`src/rtl/seg_scan_decoder.sv`:
```
// rtl/seg_scan_decoder.sv - seven-segment scan bus monitor decoding the display back to BCD MM:SS
// Define SEG_DECODE_HEX_EN to also decode the A-F glyphs.
module seg_scan_decoder #(
   parameter int STABLE_CYCLES  = 8,
   parameter int TIMEOUT_CYCLES = 20000
) (
   input  logic        clk_in,
   input  logic        reset_n,
   input  logic [6:0]  seg,
   input  logic [7:0]  an,
   input  logic        err_clr,
   output logic [15:0] mm_ss,
   output logic        frame_valid,
   output logic        digit_err,
   output logic        blank
);
   localparam int SW = $clog2(STABLE_CYCLES + 1);
   localparam int TW = $clog2(TIMEOUT_CYCLES + 1);
   localparam logic [SW-1:0] STABLE_MAX  = SW'(STABLE_CYCLES);
   localparam logic [TW-1:0] TIMEOUT_MAX = TW'(TIMEOUT_CYCLES);
   localparam logic [TW-1:0] TIMEOUT_PRE = TW'(TIMEOUT_CYCLES - 1);

   logic [7:0]    an_meta, an_sync;
   logic [6:0]    seg_meta, seg_sync;
   logic [14:0]   prev_sample;
   logic [SW-1:0] stab_cnt, stab_next;
   logic [TW-1:0] dark_cnt;
   logic          accepted;
   logic [3:0]    mask, mask_next;
   logic [15:0]   shadow;
   logic          changed, sel_valid, sel_dark;
   logic [1:0]    sel_idx;
   logic          dec_ok;
   logic [3:0]    dec_val;
   logic          acc_hit, blank_hit;

   always_comb begin
      dec_ok  = 1'b1;
      dec_val = 4'd0;
      case (seg_sync)
         7'b0000001: dec_val = 4'd0;
         7'b1001111: dec_val = 4'd1;
         7'b0010010: dec_val = 4'd2;
         7'b0000110: dec_val = 4'd3;
         7'b1001100: dec_val = 4'd4;
         7'b0100100: dec_val = 4'd5;
         7'b0100000: dec_val = 4'd6;
         7'b0001111: dec_val = 4'd7;
         7'b0000000: dec_val = 4'd8;
         7'b0000100: dec_val = 4'd9;
`ifdef SEG_DECODE_HEX_EN
         7'b0001000: dec_val = 4'hA;
         7'b1100000: dec_val = 4'hB;
         7'b0110001: dec_val = 4'hC;
         7'b1000010: dec_val = 4'hD;
         7'b0110000: dec_val = 4'hE;
         7'b0111000: dec_val = 4'hF;
`endif
         default:    dec_ok  = 1'b0;
      endcase
   end

   // Exactly one low anode among the four digit lines, upper lines all high.
   always_comb begin
      sel_valid = 1'b0;
      sel_idx   = 2'd0;
      sel_dark  = (an_sync == 8'hFF);
      case (an_sync)
         8'hFE:   begin sel_valid = 1'b1; sel_idx = 2'd0; end
         8'hFD:   begin sel_valid = 1'b1; sel_idx = 2'd1; end
         8'hFB:   begin sel_valid = 1'b1; sel_idx = 2'd2; end
         8'hF7:   begin sel_valid = 1'b1; sel_idx = 2'd3; end
         default: sel_valid = 1'b0;
      endcase
   end

   always_comb begin
      changed = ({an_sync, seg_sync} != prev_sample);
      if (!sel_valid)
         stab_next = '0;
      else if (changed)
         stab_next = SW'(1);
      else if (stab_cnt != STABLE_MAX)
         stab_next = stab_cnt + SW'(1);
      else
         stab_next = stab_cnt;
      // Accept on the cycle the run length reaches the threshold, once per steady pattern.
      acc_hit   = sel_valid && (stab_next == STABLE_MAX) && !(accepted && !changed);
      blank_hit = sel_dark && (dark_cnt == TIMEOUT_PRE);
      mask_next = ((mask == 4'hF) || blank_hit) ? 4'h0 : mask;
      if (acc_hit && dec_ok)
         mask_next[sel_idx] = 1'b1;
   end

   always_ff @(posedge clk_in or negedge reset_n) begin
      if (!reset_n) begin
         an_meta     <= '1;
         an_sync     <= '1;
         seg_meta    <= '1;
         seg_sync    <= '1;
         prev_sample <= '1;
         stab_cnt    <= '0;
         dark_cnt    <= '0;
         accepted    <= 1'b0;
         mask        <= 4'h0;
         shadow      <= 16'h0000;
         mm_ss       <= 16'h0000;
         frame_valid <= 1'b0;
         digit_err   <= 1'b0;
         blank       <= 1'b0;
      end else begin
         an_meta     <= an;
         an_sync     <= an_meta;
         seg_meta    <= seg;
         seg_sync    <= seg_meta;
         prev_sample <= {an_sync, seg_sync};
         stab_cnt    <= stab_next;
         mask        <= mask_next;
         frame_valid <= 1'b0;

         if (acc_hit)
            accepted <= 1'b1;
         else if (changed)
            accepted <= 1'b0;

         if (sel_valid)
            dark_cnt <= '0;
         else if (sel_dark && (dark_cnt != TIMEOUT_MAX))
            dark_cnt <= dark_cnt + TW'(1);

         if (acc_hit && dec_ok)
            shadow[{sel_idx, 2'b00} +: 4] <= dec_val;

         if (mask == 4'hF) begin
            mm_ss       <= shadow;
            frame_valid <= 1'b1;
         end

         if (acc_hit)
            blank <= 1'b0;
         else if (blank_hit)
            blank <= 1'b1;

         if (acc_hit && !dec_ok)
            digit_err <= 1'b1;
         else if (err_clr)
            digit_err <= 1'b0;
      end
   end
endmodule

```
`config.mk`:
```
export PLATFORM = sky130hd
export DESIGN_NAME = seg_scan_decoder
export DESIGN_NICKNAME = d
export VERILOG_FILES = /design/src/rtl/seg_scan_decoder.sv
export SDC_FILE = /design/constraint.sdc
export NUM_CORES = 1
export LEC_CHECK = 0
export BUFFER_PORTS_ARGS = -buffer_cell sky130_fd_sc_hd__buf_2
export CORE_MARGIN = 8
export CORE_UTILIZATION = 28
export DETAILED_ROUTE_END_ITERATION = 16
export GPL_ROUTABILITY_DRIVEN = 0
export PLACE_DENSITY = 0.44
export SYNTH_ARGS = -nofsm -noshare
export SYNTH_HDL_FRONTEND = slang
export SYNTH_SLANG_ARGS = --single-unit
```
`constraint.sdc`:
```
create_clock -name clk_in -period 3.3 [get_ports clk_in]
set_input_delay 0.66 -clock clk_in [delete_from_list [all_inputs] [get_ports clk_in]]
set_output_delay 0.66 -clock clk_in [all_outputs]
set_load 0.02 [all_outputs]
```
== After elaboration in Yosys (flattened, before gate mapping) ==
Index checks and enable logic that the tools add are counted.
W data, S select, Z words.

* Bits of input ports: 18
* Output and inout bits: 19
* Logic and storage cells: 82
* Bits in registers: 104

* $add $sub $neg: 3
* Shifts and indexed selects: 2
* Bitwise operators: 1
* $lt $le $gt $ge: 2
* Reduce and logical (&&, ||, !) cells: 19
* Eq/ne operators: 20
* Multiplexer cells: 21

{| class="wikitable"
|+ Operators with widths
! cell !! count
|-
| $eq A8 B8 Y1 const B || 5
|-
| $pmux W4 S9 || 1
|-
| $mux W15 || 2
|-
| $mux W4 || 5
|-
| $bwmux W16 || 1
|-
| $shift A4 B6 Y16 const A || 1
|-
| $shiftx A4 B6 Y16 || 1
|-
| $add A15 B1 Y15 const B || 1
|-
| $eq A15 B15 Y1 const B || 1
|-
| $ne A15 B15 Y1 || 1
|-
| $ne A15 B15 Y1 const B || 1
|-
| $eq A7 B3 Y1 const B || 2
|-
| $eq A7 B6 Y1 const B || 2
|-
| $eq A7 B7 Y1 const B || 2
|-
| $mux W1 || 10
|-
| $reduce_or A10 Y1 || 1
|-
| $eq A4 B4 Y1 const B || 2
|-
| $logic_and A1 B1 Y1 || 8
|-
| $reduce_bool A2 Y1 || 4
|-
| $eq A7 B1 Y1 const B || 1
|-
| $eq A7 B4 Y1 const B || 1
|-
| $eq A7 B5 Y1 const B || 1
|-
| $logic_not A7 Y1 || 1
|-
| $neg A4 Y6 || 1
|-
| 10 further kinds || 12
|}

== Longest topological paths before layout ==
* Depth after elaboration: 9
* Depth in mapped cells: 9
* Mapped depth without buffers: 8

== Worst setup path before layout ==
OpenSTA, ideal clock, no wires.

* Kind: reg2reg
* From: register stab_cnt[0]
* To: register shadow[1]
* Setup slack: 0.936 ns
* Period minus slack after synthesis: 2.364 ns
* Arrival: 2.239 ns
* Cell stages (with the launch flop): 8
* Setup time: 0.125 ns
* Buffers on the path: 0
* Path through: dfrtp_1 inv_1 ha_1 a211o_1 a31oi_1 nand4b_4 nor4_4 mux2_4

* Cells in the longest elaborated chain, start to end: 8

{| class="wikitable"
|+ RTL lines
! item !! line !! source
|-
| from (decl) || 26 || <nowiki>logic [SW-1:0] stab_cnt, stab_next;</nowiki>
|-
| from (signal assigned) || 117 || <nowiki>stab_cnt <= stab_next;</nowiki>
|-
| $add A4 B1 Y4 / $ne A4 B4 Y1 (equally long branches) || 84, 83 ||
|-
| $mux W4 (*) || 83 || <nowiki>else if (stab_cnt != STABLE_MAX)</nowiki>
|-
| $mux W4 (*) || 81 || <nowiki>else if (changed)</nowiki>
|-
| $mux W4 (*) || 79 || <nowiki>if (!sel_valid)</nowiki>
|-
| $eq A4 B4 Y1 (*) || 88 || <nowiki>acc_hit = sel_valid && (stab_next == STABLE_MAX) && !(accepted && !changed);</nowiki>
|-
| $logic_and A1 B1 Y1 (*) (2 in a row) || 88 ||
|-
| $logic_and A1 B1 Y1 (*) || 131 || <nowiki>if (acc_hit && dec_ok)</nowiki>
|-
| to (signal, indexed assignment) || 132 || <nowiki>shadow[{sel_idx, 2'b00} +: 4] <= dec_val;</nowiki>
|-
| to (decl) || 30 || <nowiki>logic [15:0] shadow;</nowiki>
|}

Every way passes the cells marked *; elsewhere a longest branch is shown, timed or not.
A chain may end at the register's enable or synchronous reset.

== Worst setup path after layout ==
* From: register stab_cnt[0]
* To: register shadow[5]

Same word-level chain as after synthesis.

==> impl_metrics.json <==
{
  "setup_viol": 0,
  "hold_viol_final": 0,
  "synth_commonest_cells": "dfrtp_1 (59), nand2_1 (55), dfstp_2 (45)",
  "p_sw_mw": 0.539,
  "portBuffers": 36,
  "cts_sinks": 104,
  "die_area_sq_um": 21200,
  "r2r-start": "stab_cnt[0]$_DFF_PN0_",
  "cts_setup_buffers": 0,
  "r2r_slack_ns": 0.71,
  "period_needed_ns": 2.59,
  "drc": 0,
  "clockRootBuffer": "clkbuf_16",
  "synth-xor-area-share_pct": 5.15,
  "area_delta_synth_final_pct": 14.3,
  "grt_first_pass_wirelength_um": 15700,
  "synth_edf_count": 0,
  "yosysMostFrequentCell": "dfrtp_1",
  "power.leakage_nw": 2.35,
  "h-tree-depth": 3,
  "worst_pin_slew_ns": 0.700,
  "crit_fanout": 7,
  "clkPwrFrac_pct": 40.8,
  "ant_nets": 0,
  "cts_buffer_depth": 2,
  "syn-num-nets": 438,
  "r2r-end": "shadow[5]$_DFFE_PN0P_",
  "die_w_um": 146,
  "nets": 470,
  "yosys.area_share.adder_pct": 2.92,
  "p_int_mw": 1.92,
  "fp.dieH_um": 146,
  "relSlewSlack_pct": 52.9,
  "fin_crit_sh_pct": 78.5,
  "track_usage_pct": 9.24,
  "grt_overflow": 0,
  "io_pins": 37,
  "clock_latency_ns": 0.35,
  "utilization_pct": 32.6,
  "critical_path_class": "register to register",
  "synth_compound_area_share_pct": 7.20,
  "synth_mux_area_share_pct": 4.44,
  "yosysWarningCount": 0,
  "critPathArrivalTime_ns": 2.83,
  "hold_path.class": "input pin to asynchronous set/reset pin",
  "finClkSkew_ns": 0.0109,
  "antenna_cells": 0,
  "synth.top_cell.area_share_pct": 31.3,
  "synth-seq-cells": 104,
  "status": "complete, no violations",
  "ys.flop_type": "dfrtp_1",
  "synthCells": 409,
  "drt_first_iter_violations": 111,
  "dpl_worst_slack_ns": 0.720,
  "cts_tree": "done",
  "postLayoutSetupSlackWorst_ns": 0.710,
  "max_cap_violations": 0,
  "synth_top_family_by_area": "simple AND/OR/NAND/NOR gates",
  "start_util_pct": 28.5,
  "required_ns": 3.54,
  "swShare_pct": 22.0,
  "combPwrFrac_pct": 3.8,
  "rsz0062_at_grt": "false",
  "ir_drop_v": 0.000319,
  "dpl.cell_count": 650,
  "vias": 2924,
  "syn_area_per_cell_sq_um": 11.5,
  "grt_start_max_net_pins": 54,
  "seqCellArea_sq_um": 2660,
  "detail_route.vias_per_cell": 4.40,
  "power.density_nw_per_um2": 456,
  "wl_per_cell_um": 13.8,
  "slew_violations": 0,
  "cts.clk_slew.worst_paths_ns": 0.07,
  "netlist-cell-type-count": 58,
  "grt_pass1_vias": 2998,
  "synth_area_sq_um": 4710,
  "async_flop_share_pct": 100,
  "antenna_found_initial": 0,
  "post_cts_resized": 0,
  "sequentialPowerShare_pct": 55.4,
  "postCtsHoldBufs": 0,
  "ys_seq_area_share_pct": 56.4,
  "final-instance-count-excl-fill": 665,
  "cts_inserted_buffers": 9,
  "cp-end-kind": "register",
  "fp-row-count": 47,
  "core_area_sq_um": 16500,
  "multi_input_area_sq_um": 1860,
  "nFillCells": 1623,
  "ys_top_cells_by_area": "dfrtp_1 (31%), dfstp_2 (25%), nand2_1 (4.4%)",
  "max_freq_mhz": 386,
  "synthSimpleGateAreaFrac_pct": 19.8,
  "cp-start-kind": "register",
  "routed_wl_um": 9180,
  "hpwlAfterDp_um": 6500,
  "yosys.area.top_type": "dfrtp_1",
  "drive_gt1_share_pct": 26.7,
  "fin_tns_setup_ns": 0,
  "r2r_cells": 7,
  "first_pass_iters": 4
}
==> power groups by stage <==
| stage | logic (mW) | clock network, mW | registers, mW |
|---|---|---|---|
| floorplan | 0.0654 | 0 | 1.36 |
| global placement | 0.0958 | 0 | 1.38 |
| detailed placement | 0.0968 | 0 | 1.38 |
| CTS | 0.0971 | 1.04 | 1.36 |
| global route | 0.107 | 1.10 | 1.36 |
| finish | 0.0935 | 1.00 | 1.36 |
==> registers in the layout (all words and copies together), names as in the netlist, 7 cells and up <==
register	cells
dark_cnt	15
seg_meta	7
mm_ss	16
shadow	16
seg_sync	7
an_sync	8
prev_sample	15
an_meta	8
==> layout by cell type, fill, tap and decap left out, types with 4 or more instances in the layout <==
cell,instances
and3b_1,5
nor2_1,15
nor3_1,6
nand4b_1,4
dfstp_2,45
a31oi_1,4
inv_1,24
xnor2_1,9
nand3_1,14
clkbuf_16,10
dfrtp_1,59
o31ai_1,4
a21oi_1,6
xor2_1,15
o21ai_0,18
nand2_1,55
buf_2,35
and3_1,6
nor4_1,6
ha_1,11
buf_4,4
nand2b_1,8
nand4_1,4
nor4_4,5
mux2i_1,16
or4_1,5
==> cell type report <==
class	instances	share of cell area, %
repair buffers	40	4.18
clock inverters	3	0.325
well taps	220	5.11
multi-input cells	262	34.5
clock buffers	12	4.79
inverters	24	1.67
flip-flops and latches	104	49.4
==> worst max-delay path, cell delays in order (launching register included) <==
cell,delay (ns)
dfrtp_1,0.45
inv_1,0.07
ha_1,0.24
a211o_1,0.30
a31oi_1,0.35
nand4b_4,0.25
nor4_4,0.47
mux2_1,0.36
==> worst max-delay path by stage <==
stage	slack (ns)	endpoint	start
3_5_place_dp	0.72	shadow[5]$_DFFE_PN0P_	an_sync[5]$_DFF_PN1_
4_1_cts	0.70	shadow[5]$_DFFE_PN0P_	stab_cnt[0]$_DFF_PN0_
6_report	0.71	shadow[5]$_DFFE_PN0P_	stab_cnt[0]$_DFF_PN0_
3_3_place_gp	0.78	shadow[1]$_DFFE_PN0P_	stab_cnt[0]$_DFF_PN0_
2_1_floorplan	0.94	shadow[1]$_DFFE_PN0P_	stab_cnt[0]$_DFF_PN0_
5_1_grt	0.53	shadow[5]$_DFFE_PN0P_	an_sync[4]$_DFF_PN1_
==> stage by stage <==
stage          instance area [sq um]  hold WS (ns)  power (mW)
4_1_cts                         5380         0.356        2.50
2_1_floorplan                   4710         0.345        1.43
3_3_place_gp                    5110         0.345        1.48
3_5_place_dp                    5110         0.347        1.48
5_1_grt                         5380         0.358        2.57
6_report                        5380         0.354        2.45
==> routing by layer <==
layer,share of wire [%],global-route usage (%)
met3,3.9,2.99
met1,53,12.9
met2,42,12.6
met4,2.0,4.27
met5,0,0
==> logic make-up after synthesis <==
kind of cell | Yosys count
simple gates | 154
fa+ha+maj | 11
compound gates | 51
xor+xnor | 26
flops | 104
mux | 20
buf+inv | 43
(Power assumes the default switching activity.)
